$ cat src/rtl/bcd_button_counter.sv
// rtl/bcd_button_counter.sv - debounced up/down/clear buttons driving a two-digit BCD counter
module bcd_button_counter #(
    parameter int CLK_DIV    = 100_000,
    parameter int DB_SAMPLES = 10,
    parameter int MAX_COUNT  = 99
) (
    input  logic       CLK100MHZ,
    input  logic       RST,
    input  logic       BTNU,
    input  logic       BTND,
    input  logic       BTNC,
    output logic [3:0] TENS,
    output logic [3:0] ONES,
    output logic       CHANGED,
    output logic       WRAP
);

    localparam int DIV_W = (CLK_DIV > 1) ? $clog2(CLK_DIV) : 1;
    localparam int RUN_W = $clog2(DB_SAMPLES + 1);
    localparam logic [3:0] MAX_TENS = 4'(MAX_COUNT / 10);
    localparam logic [3:0] MAX_ONES = 4'(MAX_COUNT % 10);

    // Button index: 0 = up, 1 = down, 2 = clear.
    logic [2:0]            btn_raw;
    logic [2:0]            sync1_q;
    logic [2:0]            sync2_q;
    logic [DIV_W-1:0]      div_q;
    logic [DIV_W-1:0]      div_d;
    logic                  tick;
    logic [2:0]            lvl_q;
    logic [2:0]            lvl_d;
    logic [2:0][RUN_W-1:0] run_q;
    logic [2:0][RUN_W-1:0] run_d;
    logic [2:0]            lvl_dly_q;
    logic [2:0]            press_q;
    logic [3:0]            tens_q;
    logic [3:0]            tens_d;
    logic [3:0]            ones_q;
    logic [3:0]            ones_d;
    logic                  changed_q;
    logic                  changed_d;
    logic                  wrap_q;
    logic                  wrap_d;
    logic                  at_max;
    logic                  at_zero;

    assign btn_raw = {BTNC, BTND, BTNU};

    assign tick  = (div_q == DIV_W'(CLK_DIV - 1));
    assign div_d = tick ? '0 : div_q + DIV_W'(1);

    always_comb begin
        lvl_d = lvl_q;
        run_d = run_q;
        for (int i = 0; i < 3; i++) begin
            if (tick) begin
                if (sync2_q[i] != lvl_q[i]) begin
                    if (run_q[i] == RUN_W'(DB_SAMPLES - 1)) begin
                        lvl_d[i] = ~lvl_q[i];
                        run_d[i] = '0;
                    end else begin
                        run_d[i] = run_q[i] + RUN_W'(1);
                    end
                end else begin
                    run_d[i] = '0;
                end
            end
        end
    end

    assign at_max  = (tens_q == MAX_TENS) && (ones_q == MAX_ONES);
    assign at_zero = (tens_q == 4'd0) && (ones_q == 4'd0);

    // Clear beats everything; simultaneous up and down cancel.
    always_comb begin
        tens_d    = tens_q;
        ones_d    = ones_q;
        changed_d = 1'b0;
        wrap_d    = 1'b0;
        if (press_q[2]) begin
            tens_d    = 4'd0;
            ones_d    = 4'd0;
            changed_d = ~at_zero;
        end else if (press_q[0] && press_q[1]) begin
            changed_d = 1'b0;
        end else if (press_q[0]) begin
            changed_d = 1'b1;
            if (at_max) begin
                tens_d = 4'd0;
                ones_d = 4'd0;
                wrap_d = 1'b1;
            end else if (ones_q == 4'd9) begin
                ones_d = 4'd0;
                tens_d = tens_q + 4'd1;
            end else begin
                ones_d = ones_q + 4'd1;
            end
        end else if (press_q[1]) begin
            changed_d = 1'b1;
            if (at_zero) begin
                tens_d = MAX_TENS;
                ones_d = MAX_ONES;
                wrap_d = 1'b1;
            end else if (ones_q == 4'd0) begin
                ones_d = 4'd9;
                tens_d = tens_q - 4'd1;
            end else begin
                ones_d = ones_q - 4'd1;
            end
        end
    end

    always_ff @(posedge CLK100MHZ or posedge RST) begin
        if (RST) begin
            sync1_q   <= '0;
            sync2_q   <= '0;
            div_q     <= '0;
            lvl_q     <= '0;
            run_q     <= '0;
            lvl_dly_q <= '0;
            press_q   <= '0;
            tens_q    <= '0;
            ones_q    <= '0;
            changed_q <= 1'b0;
            wrap_q    <= 1'b0;
        end else begin
            sync1_q   <= btn_raw;
            sync2_q   <= sync1_q;
            div_q     <= div_d;
            lvl_q     <= lvl_d;
            run_q     <= run_d;
            lvl_dly_q <= lvl_q;
            press_q   <= lvl_q & ~lvl_dly_q;
            tens_q    <= tens_d;
            ones_q    <= ones_d;
            changed_q <= changed_d;
            wrap_q    <= wrap_d;
        end
    end

    assign TENS    = tens_q;
    assign ONES    = ones_q;
    assign CHANGED = changed_q;
    assign WRAP    = wrap_q;

endmodule
$ cat config.mk
export PLATFORM = sky130hd
export DESIGN_NAME = bcd_button_counter
export DESIGN_NICKNAME = d
export VERILOG_FILES = /design/src/rtl/bcd_button_counter.sv
export SDC_FILE = /design/constraint.sdc
export NUM_CORES = 1
export LEC_CHECK = 0
export CORE_ASPECT_RATIO = 1.5
export CORE_MARGIN = 2
export CORE_UTILIZATION = 50
export DETAILED_ROUTE_END_ITERATION = 8
export GPL_ROUTABILITY_DRIVEN = 0
export GPL_TIMING_DRIVEN = 1
export PLACE_DENSITY = 0.68
export SETUP_SLACK_MARGIN = 0.3
export SYNTH_ARGS = -nofsm -noshare
export SYNTH_HDL_FRONTEND = slang
export SYNTH_SLANG_ARGS = --single-unit
$ cat constraint.sdc
create_clock -name CLK100MHZ -period 2.3 [get_ports CLK100MHZ]
set_input_delay 0.69 -clock CLK100MHZ [delete_from_list [all_inputs] [get_ports CLK100MHZ]]
set_output_delay 0.69 -clock CLK100MHZ [all_outputs]
set_load 0.05 [all_outputs]
==> results.md <==
* **Worst Setup SP** div_q[13]
* **final-layout fill cell count** 465
* **overall routing resource usage** 19.4%
* **most common library cell in the layout ignoring fill and taps** sky130_fd_sc_hd__dfrtp_1
* **first-pass detailed-route iteration total** 4
* **wire length per cell after detailed routing** 14.2 um
* **number of vias after detailed routing** 2074
* **proportion of synthesized area in mux cells** 1.23%
* **Crit Reg-Reg Startpoint** div_q[13]
* **first-pass GRT wire length** 9340 um
* **warning count from the yosys run** 0
* **power density relative to cell area** 454 nW/um2
* **depth of the worst register-to-register path** 4
* **commonest cells after routing, fill and taps aside** sky130_fd_sc_hd__dfrtp_1 (51), sky130_fd_sc_hd__nor2_1 (21), sky130_fd_sc_hd__nand2_1 (20), sky130_fd_sc_hd__buf_4 (20), sky130_fd_sc_hd__ha_1 (16)
* **post-detailed-placement half-perimeter wirelength** 3690 um
* **Rel. slew slack** 67.8%
* **Data required, critical path** 2.49 ns
* **Worst Tran Pin Value** 0.485 ns
* **capture point of the worst reg-to-reg path** lvl_q[0]
* **antenna violations before repair** 0
* **Post-Synthesis Cell Area** 2750 um2
* **LEAKAGE** 0.00147 uW
* **DR vias/cell** 5.52
* **Tmin final** 2.12 ns
* **post-synthesis sequential area ratio** 49.2%
* **clock transition time at the flip-flop clock pins of the worst setup and hold paths** 0.09 ns
* **met3 usage** 2.74%
* **synthesized-area fraction occupied by adder cells** 7.28%
* **footprint of the multi-input gates** 1410 um2
* **Max Clk Rate** 0.472 GHz
* **RSZ-0062 raised after global routing** yes
* **share of final-layout standard cells stronger than drive strength 1** 19.6%
* **status** completed
* **async set or reset register ratio after synthesis** 100%
* **maximum fanout encountered on the critical timing path** 7
* **pin count of the biggest net entering global routing** 40
* **die span in x** 64.5 um
* **number of nets in the layout** 326
* **total clock buffers created by CTS** 5
* **simple-gate portion of the synthesized area** 20.5%
* **Worst Setup Slack post-DPL** 0.117 ns
* **total of max-cap violations** 0
* **xor/xnor cell area share of the yosys netlist** 5.10%
* **area growth from synthesis to layout** 19.3%
* **grt met2 use** 36.2%
* **data arrival time of the critical path** 2.31 ns
* **TritonCTS sink count** 54
* **count of endpoints failing setup in the final report** 0
* **startpoint types** register
* **final standard cell count with taps included and fillers excluded** 376
* **kind of critical path** register to register
* **Cell Rows** 33
* **register bit count reported by yosys** 54
* **CTS Root Buffer Type** sky130_fd_sc_hd__clkbuf_8
* **num ports** 15
* **hold buffer count at CTS** 0
* **endpoint type of the worst setup path** register
* **clock latency of the later-clocked register in the worst-skew pair** 0.30 ns
* **initial cell density of the core** 51.2%
* **Yosys cell types** 47
* **classification of the worst-slack hold path** register to register
* **height of the die** 94.8 um
* **worst-case register-to-register setup slack** 0.18 ns
* **Initial DRC Count** 116
* **Most Used Layer, Global Route** met2
* **area fraction in compound gates after synthesis** 13.2%
* **synthesized area per cell** 10.1 um2
* **wire length after detailed routing** 5340 um
* **overall die area** 6120 um2
* **synthesized netlist cell count** 272
* **ys flop type** sky130_fd_sc_hd__dfrtp_1
* **antenna diode instance count** 0
* **CTS tree** done
* **count of H-tree levels built during CTS** 2
* **final count of pins violating max slew** 0
* **met1 track utilization from global routing** 22.7%
* **number of buffers added on ports** 14
* **number of placed cells counting well taps** 357
* **Post-synth EDFFs** 0
* **number of nets still failing antenna checks after routing** 0
* **total congestion overflow** 0
* **setup clock skew after layout** 0.00599 ns
* **post-layout total power** 1490 uW
* **CTS Buffer Depth** 2
* **final setup TNS** 0 ns
* **worst voltage drop across the vdd grid** 0.000511 V
* **dominant combinational cell family by area after synthesis** simple AND/OR/NAND/NOR gates
* **final period utilization** 92.2%
* **Final Hold Violating Endpoints** 0
* **via count of the first global-routing pass** 2065
* **Sequential cell area** 1360 um2
* **smallest setup slack after layout** 0.179 ns
* **Critical path destination** lvl_q[0]
* **CORE AREA** 5370 um2
* **net count after synthesis** 293
* **number of DRC violations after detailed routing** 0
-- cells by family after synthesis --
| kind of cell | after synthesis |
|---|---|
| buffers and inverters | 23 |
| muxes | 3 |
| xor gates and xnor gates | 16 |
| adders and majority gates | 16 |
| and+or+nand+nor | 108 |
| DFF | 54 |
| AOI/OAI and AO/OA | 52 |
-- metrics by stage --
step           hold WS (ns)  area [um2]  utilization, %
5_1_grt               0.351        3280            61.1
4_1_cts               0.355        3180            59.2
2_1_floorplan         0.331        2790               -
3_5_place_dp          0.336        3040            56.7
3_3_place_gp          0.332        3040            56.7
6_report              0.351        3280            61.1
-- Yosys cell counts (5+ instances only) --
cell | count | area (um2)
sky130_fd_sc_hd__dfrtp_1 | 54 | 1350
sky130_fd_sc_hd__nand2_1 | 23 | 86.3
sky130_fd_sc_hd__nor2_1 | 22 | 82.6
sky130_fd_sc_hd__ha_1 | 16 | 200
sky130_fd_sc_hd__inv_1 | 16 | 60.1
sky130_fd_sc_hd__nand3_1 | 15 | 75.1
sky130_fd_sc_hd__o21ai_0 | 14 | 70.1
sky130_fd_sc_hd__xnor2_1 | 10 | 87.6
sky130_fd_sc_hd__nor3_1 | 9 | 45.0
sky130_fd_sc_hd__a21oi_1 | 7 | 35.0
sky130_fd_sc_hd__o31ai_1 | 6 | 45.0
sky130_fd_sc_hd__xor2_1 | 6 | 52.6
sky130_fd_sc_hd__nor4_1 | 5 | 31.3
-- flip-flops by register name, indices dropped and copies added, names as in the netlist --
signal     cells
CHANGED        1
ONES           4
TENS           4
WRAP           1
div_q         17
lvl_dly_q      3
lvl_q          3
press_q        3
run_q         12
sync1_q        3
sync2_q        3
-- worst min path at each step --
stage | startpoint | endpoint | slack [ns] | depth (start not counted)
floorplan | sync1_q[0] | sync2_q[0] | 0.33 | 0
CTS | sync1_q[1] | sync2_q[1] | 0.36 | 0
global route | sync1_q[0] | sync2_q[0] | 0.35 | 0
global placement | sync1_q[2] | sync2_q[2] | 0.33 | 0
finish | sync1_q[0] | sync2_q[0] | 0.35 | 0
detailed placement | sync1_q[0] | sync2_q[0] | 0.34 | 0
-- timing repair --
item	CTS	global route
setup endpoints to repair	15	32
resized for setup	14	19
buffers inserted	4	7
pin swaps	6	2
-- per-layer routing --
| layer | part of all wire [%] | wire (um) |
|---|---|---|
| met4 | 1.9 | 102 |
| met5 | 0 | 0 |
| met3 | 2.0 | 105 |
| met2 | 54 | 2910 |
| met1 | 42 | 2230 |
-- critical path, stage by stage (launching register included) --
cell	delay, ns
sky130_fd_sc_hd__dfrtp_1	0.40
sky130_fd_sc_hd__or4b_4	0.57
sky130_fd_sc_hd__or4_4	0.64
sky130_fd_sc_hd__nor2_4	0.12
sky130_fd_sc_hd__mux2_4	0.29
-- report_power, final --
| part | total (uW) | switching (uW) | internal [uW] |
|---|---|---|---|
| logic | 37.7 | 24.8 | 12.9 |
| clock network | 494 | 277 | 217 |
| registers | 956 | 2.54 | 954 |
-- layout make-up --
cell class,count,area share [%]
Inverter,16,1.95
Multi-Input combinational cell,195,42.9
Tap cell,70,2.67
Sequential cell,54,41.3
Timing Repair Buffer,33,8.70
Clock buffer,8,2.44
Power figures use the tool's default switching activity.
